--- src/rtl/frame_fetch_fifo.sv ---
// frame_fetch_fifo: prefetch buffer between the RP2040 framebuffer bus
// and the VGA raster; strobes the framebuffer and queues pixels.
module frame_fetch_fifo #(
   parameter int DEPTH        = 4,
   parameter int PIXEL_BITS   = 4,
   parameter int SAMPLE_DELAY = 2
) (
   input  logic                  clk,
   input  logic                  rst_n,
   input  logic                  frame_start,
   input  logic                  pop,
   output logic [PIXEL_BITS-1:0] pixel_out,
   output logic                  pixel_valid,
   output logic                  underflow,
   output logic                  frame_reset_out,
   output logic                  frame_next_pixel_out,
   input  logic [PIXEL_BITS-1:0] frame_pixel_in
);

   localparam int AW = $clog2(DEPTH);
   localparam int CW = AW + 1;
   localparam logic [3:0] DLY = 4'(SAMPLE_DELAY);
   localparam logic [CW-1:0] FULL = CW'(DEPTH);

   typedef enum logic [1:0] {
      IDLE,
      SETTLE,
      SAMPLE
   } state_t;

   state_t state_q, state_d;
   logic [3:0] dly_q, dly_d;
   logic [AW-1:0] wr_ptr_q, wr_ptr_d;
   logic [AW-1:0] rd_ptr_q, rd_ptr_d;
   logic [CW-1:0] count_q, count_d;
   logic uf_q, uf_d;
   logic rst_str_q, rst_str_d;
   logic nxt_str_q, nxt_str_d;
   logic [PIXEL_BITS-1:0] mem_q [DEPTH];

   logic push;
   logic flush;
   logic full;
   logic empty;
   logic pop_ok;
   logic pop_empty;

   assign full      = (count_q == FULL);
   assign empty     = (count_q == '0);
   assign pop_ok    = pop && !frame_start && !empty;
   assign pop_empty = pop && !frame_start && empty;

   // Fetch sequencer: strobes, settle countdown and capture decision.
   always_comb begin
      state_d   = state_q;
      dly_d     = dly_q;
      push      = 1'b0;
      flush     = 1'b0;
      rst_str_d = 1'b0;
      nxt_str_d = 1'b0;
      if (frame_start) begin
         flush     = 1'b1;
         rst_str_d = 1'b1;
         state_d   = SETTLE;
         dly_d     = DLY;
      end else begin
         unique case (state_q)
            IDLE: begin
               state_d = IDLE;
            end
            SETTLE: begin
               dly_d = dly_q - 4'd1;
               if (dly_q == 4'd1) begin
                  state_d = SAMPLE;
               end
            end
            SAMPLE: begin
               if (!full) begin
                  push      = 1'b1;
                  nxt_str_d = 1'b1;
                  state_d   = SETTLE;
                  dly_d     = DLY;
               end
            end
            default: begin
               state_d = IDLE;
            end
         endcase
      end
   end

   // FIFO bookkeeping: pointers, occupancy and sticky underflow.
   always_comb begin
      wr_ptr_d = wr_ptr_q;
      rd_ptr_d = rd_ptr_q;
      count_d  = count_q;
      uf_d     = uf_q;
      if (flush) begin
         wr_ptr_d = '0;
         rd_ptr_d = '0;
         count_d  = '0;
         uf_d     = 1'b0;
      end else begin
         if (push) begin
            wr_ptr_d = wr_ptr_q + AW'(1);
         end
         if (pop_ok) begin
            rd_ptr_d = rd_ptr_q + AW'(1);
         end
         if (pop_empty) begin
            uf_d = 1'b1;
         end
         unique case ({push, pop_ok})
            2'b10:   count_d = count_q + CW'(1);
            2'b01:   count_d = count_q - CW'(1);
            default: count_d = count_q;
         endcase
      end
   end

   // Control state registers.
   always_ff @(posedge clk or negedge rst_n) begin
      if (!rst_n) begin
         state_q   <= IDLE;
         dly_q     <= '0;
         wr_ptr_q  <= '0;
         rd_ptr_q  <= '0;
         count_q   <= '0;
         uf_q      <= 1'b0;
         rst_str_q <= 1'b0;
         nxt_str_q <= 1'b0;
      end else begin
         state_q   <= state_d;
         dly_q     <= dly_d;
         wr_ptr_q  <= wr_ptr_d;
         rd_ptr_q  <= rd_ptr_d;
         count_q   <= count_d;
         uf_q      <= uf_d;
         rst_str_q <= rst_str_d;
         nxt_str_q <= nxt_str_d;
      end
   end

   // Pixel storage, written at the write pointer on each capture.
   always_ff @(posedge clk or negedge rst_n) begin
      if (!rst_n) begin
         for (int i = 0; i < DEPTH; i++) begin
            mem_q[i] <= '0;
         end
      end else if (push) begin
         mem_q[wr_ptr_q] <= frame_pixel_in;
      end
   end

   assign pixel_valid          = !empty;
   assign pixel_out            = empty ? '0 : mem_q[rd_ptr_q];
   assign underflow            = uf_q;
   assign frame_reset_out      = rst_str_q;
   assign frame_next_pixel_out = nxt_str_q;

endmodule

--- config.mk ---
export PLATFORM = sky130hd
export DESIGN_NAME = frame_fetch_fifo
export DESIGN_NICKNAME = d
export VERILOG_FILES = /design/src/rtl/frame_fetch_fifo.sv
export SDC_FILE = /design/constraint.sdc
export NUM_CORES = 1
export LEC_CHECK = 0
export BUFFER_PORTS_ARGS = -buffer_cell sky130_fd_sc_hd__buf_2
export CORE_MARGIN = 4
export CORE_UTILIZATION = 30
export DETAILED_ROUTE_END_ITERATION = 6
export PLACE_DENSITY = 0.47
export SLEW_MARGIN = 20
export SYNTH_ARGS = -nofsm -noshare
export SYNTH_HDL_FRONTEND = slang
export SYNTH_SLANG_ARGS = --single-unit
--- constraint.sdc ---
create_clock -name clk -period 4.5 [get_ports clk]
set_input_delay 0.225 -clock clk [delete_from_list [all_inputs] [get_ports clk]]
set_output_delay 0.225 -clock clk [all_outputs]
set_load 0.02 [all_outputs]
==> results by group <==
Outcome
  • Status: finished, violations left
  • Failing checks: hold timing

Timing
  • Final setup violating endpoints: 0
  • Fin worst setup slack: 2.26 ns
  • Sum of negative setup slack: 0 ns
  • RSZ-0062 raised after global routing: no
  • Final Critical Period: 2.24 ns
  • Final Cycle Share: 49.8%
  • Final Hold Vio Count: 1
  • Max-Slew Margin vs Limit: 49.9%
  • Hold_ws: -0.000154 ns
  • Fin Clk Skew: 0.0119 ns
  • Final Max Slew Viols: 0
  • Max Clock Freq: 446 MHz
  • Worst-Margin Slew: 0.752 ns

Final layout
  • Layout cells sized above 1: between 30% and 40%
  • Non-Filler Instances: around 230
  • # diodes: 0
  • Layout area overhead: 14.7%
  • Nets: 173
  • Fin util: 35.9%

Synthesis
  • Total nets after synthesis: 156
  • Post-synthesis sequential area ratio: between 40% and 50%
  • Library cells used by synthesis: 36
  • Synth warnings: 0
  • Mapped Cells: 141
  • Yosys reg bits: 32
  • Synthesized area per cell: roughly 12 um^2
  • Area of the mapped netlist: between 1500 and 2000 um^2

Global routing
  • Antenna violations before repair: 0
  • First-pass GRT wire length: 6070 um
  • Vias in the first global route: 1,223
  • Largest net degree at the start of global routing: 33
  • Remaining Overflow, GRT: 0
  • GR Layer Usage met1: between 10% and 20%
  • M2 GR Usage: between 10% and 20%
  • Met3 GRT Util: 3.36%
  • Gr usage total: 10.8%
  • GRT Max-Usage Layer: met2

Power and ir drop
  • P_leak: roughly 0.92 nW
  • Total power draw: 0.000733 W
  • Power per cell area: ~370 nW/um^2
  • IR drop worst, VDD: 0.000148 V

CTS
  • Bufs on Longest Clock Path: 2
  • TritonCTS buffer count: 5
  • Clock-pin slew on the worst setup and hold paths: 0.07 ns
  • TritonCTS clock tree: yes
  • CTS sink count: 32
  • Setup Buffers After CTS: 0
  • Post-cts sizing count: 0
  • CTS HTree Levels: 2
  • Cts hold-fix bufs: 0
  • Clk root buf: clkbuf_8
  • Worst-skew pair later-pin latency: a little under 0.3 ns

Placed design
  • Gpl congestion: 0.770
  • Cell count after placement: between 200 and 250
  • Hpwl dp: 2350 um
  • # port buffers: 15
  • Dpl ws: 2.25 ns

Worst setup path
  • Crit path DAT: 2.45 ns
  • Crit Path Class: register to register
  • Crit. End Element: register
  • Required @ worst endpoint: around 4.7 ns
  • Largest fanout on the critical path: 12
  • Crit start category: register
  • Worst reg2reg path depth: 8
  • R2R Setup Slk: 2.26 ns

Floorplan
  • Row count: 27
  • Initial core utilization: approximately 31%
  • Top Ports: 16
  • Die area: 7060 um^2
  • DIE WIDTH: 84 um
  • Core Region: between 5000 and 6000 um^2
  • Die Y: 84 um

Flow run
  • # Max-Cap Violations: 0

Route
  • DR DRC count: 0
  • Initial drt markers: 33
  • DR pass1 iterations: 4
  • Routed length per instance: 14.7 um
  • DRT antenna net count: 0
  • Vias per cell: 4.85
  • Final WL: 3400 um
  • Via count: ~1.1k

Hold path
  • HP Class: input port to asynchronous set/reset pin
-- cell families (layout without fill, tap and decap cells) --
kind of cell,after synthesis,count (layout),share of synthesized area (%)
simple gates,43,43,14.0
flops,32,32,46.2
compound gates,21,21,9.10
mux,21,21,19.6
buf+inv,11,29,2.53
fa+ha+maj,7,7,5.49
xor+xnor,6,6,3.03
-- registers in the layout, indices dropped and copies added, names as in the netlist --
| register | flops |
|---|---|
| mem_q | 16 |
| count_q | 3 |
| state_q | 2 |
| wr_ptr_q | 2 |
| underflow | 1 |
| frame_next_pixel_out | 1 |
| frame_reset_out | 1 |
| dly_q | 4 |
| rd_ptr_q | 2 |
-- power breakdown --
group | internal [W] | total (W) | switching (W)
sequential | 0.000316 | 0.000342 | 0.0000256
combinational | 0.0000596 | 0.000114 | 0.0000548
clock | 0.000164 | 0.000277 | 0.000113
-- worst max-delay path, stage by stage (launching register included) --
cell      delay (ns)
dfrtp_1         0.54
nor3_1          0.30
inv_1           0.17
nand2_1         0.13
nor3_1          0.06
fa_1            0.54
o211ai_1        0.10
a21o_1          0.18
a31oi_1         0.15
-- synthesized netlist by cell type --
library cell | number | share of area (%)
a211oi_4 | 1 | 1.2
a21o_1 | 2 | 0.87
a21oi_1 | 3 | 0.87
a21oi_4 | 1 | 0.94
a31oi_1 | 3 | 1.1
a32oi_1 | 1 | 0.51
and2_1 | 4 | 1.4
and2_4 | 4 | 2.0
and2b_1 | 1 | 0.43
and3_1 | 1 | 0.36
buf_2 | 2 | 0.58
clkbuf_1 | 3 | 0.65
dfrtp_1 | 32 | 46
fa_1 | 1 | 1.2
ha_1 | 6 | 4.3
inv_1 | 6 | 1.3
mux2_4 | 16 | 14
mux2i_1 | 1 | 0.58
mux4_2 | 4 | 5.2
nand2_1 | 4 | 0.87
nand2b_1 | 4 | 1.4
nand2b_2 | 1 | 0.51
nand3_1 | 3 | 0.87
nor2_1 | 11 | 2.4
nor2_4 | 1 | 0.65
nor2b_1 | 1 | 0.36
nor3_1 | 5 | 1.4
nor3b_1 | 1 | 0.43
nor4_1 | 1 | 0.36
o211ai_1 | 3 | 1.3
o21ai_0 | 5 | 1.4
o21ba_2 | 1 | 0.58
o22ai_1 | 1 | 0.36
or2b_1 | 1 | 0.43
xnor2_1 | 3 | 1.5
xor2_1 | 3 | 1.5
-- final timing paths --
path	endpoint	startpoint
setup / recovery	count_q[1]$_DFFE_PN0P_	count_q[2]$_DFFE_PN0P_
hold / removal	mem_q[5]$_DFFE_PN0P_	rst_n
setup reg to reg	count_q[1]$_DFFE_PN0P_	count_q[2]$_DFFE_PN0P_
hold reg to reg	mem_q[15]$_DFFE_PN0P_	mem_q[15]$_DFFE_PN0P_
max in group asynchronous	frame_reset_out$_DFF_PN0_	rst_n
min in group clk	mem_q[14]$_DFFE_PN0P_	frame_pixel_in[2]
-- metal layers --
layer  up-vias  routed length [um]
met4         0                  42
li1        526                   -
met5         -                   0
met1       577                1640
met3         4                 123
met2        14                1600
-- stage by stage --
stage          hold slack [ns]  instance area [um^2]
4_1_cts                 0.0316                  1990
2_1_floorplan          -0.0706                  1730
3_3_place_gp             0.341                  1880
3_5_place_dp             0.346                  1880
6_report             -0.000154                  1990
5_1_grt                 0.0664                  1990
-- area by class of cell --
cell class	count	area, um^2
fill	569	3550
multi-input combinational	98	888
sequential	32	801
tap	72	90.1
timing repair buffer	15	75.1
clock buffer	5	68.8
clock inverter	3	42.5
inverter	6	22.5
-- placed cells by master, fill, tap and decap left out, types with 5 or more instances in the layout --
master	instances
dfrtp_1	32
ha_1	6
mux2_4	16
nor3_1	5
nor2_1	11
inv_1	6
o21ai_0	5
buf_2	15
clkbuf_8	5
(Power assumes the default switching activity.)
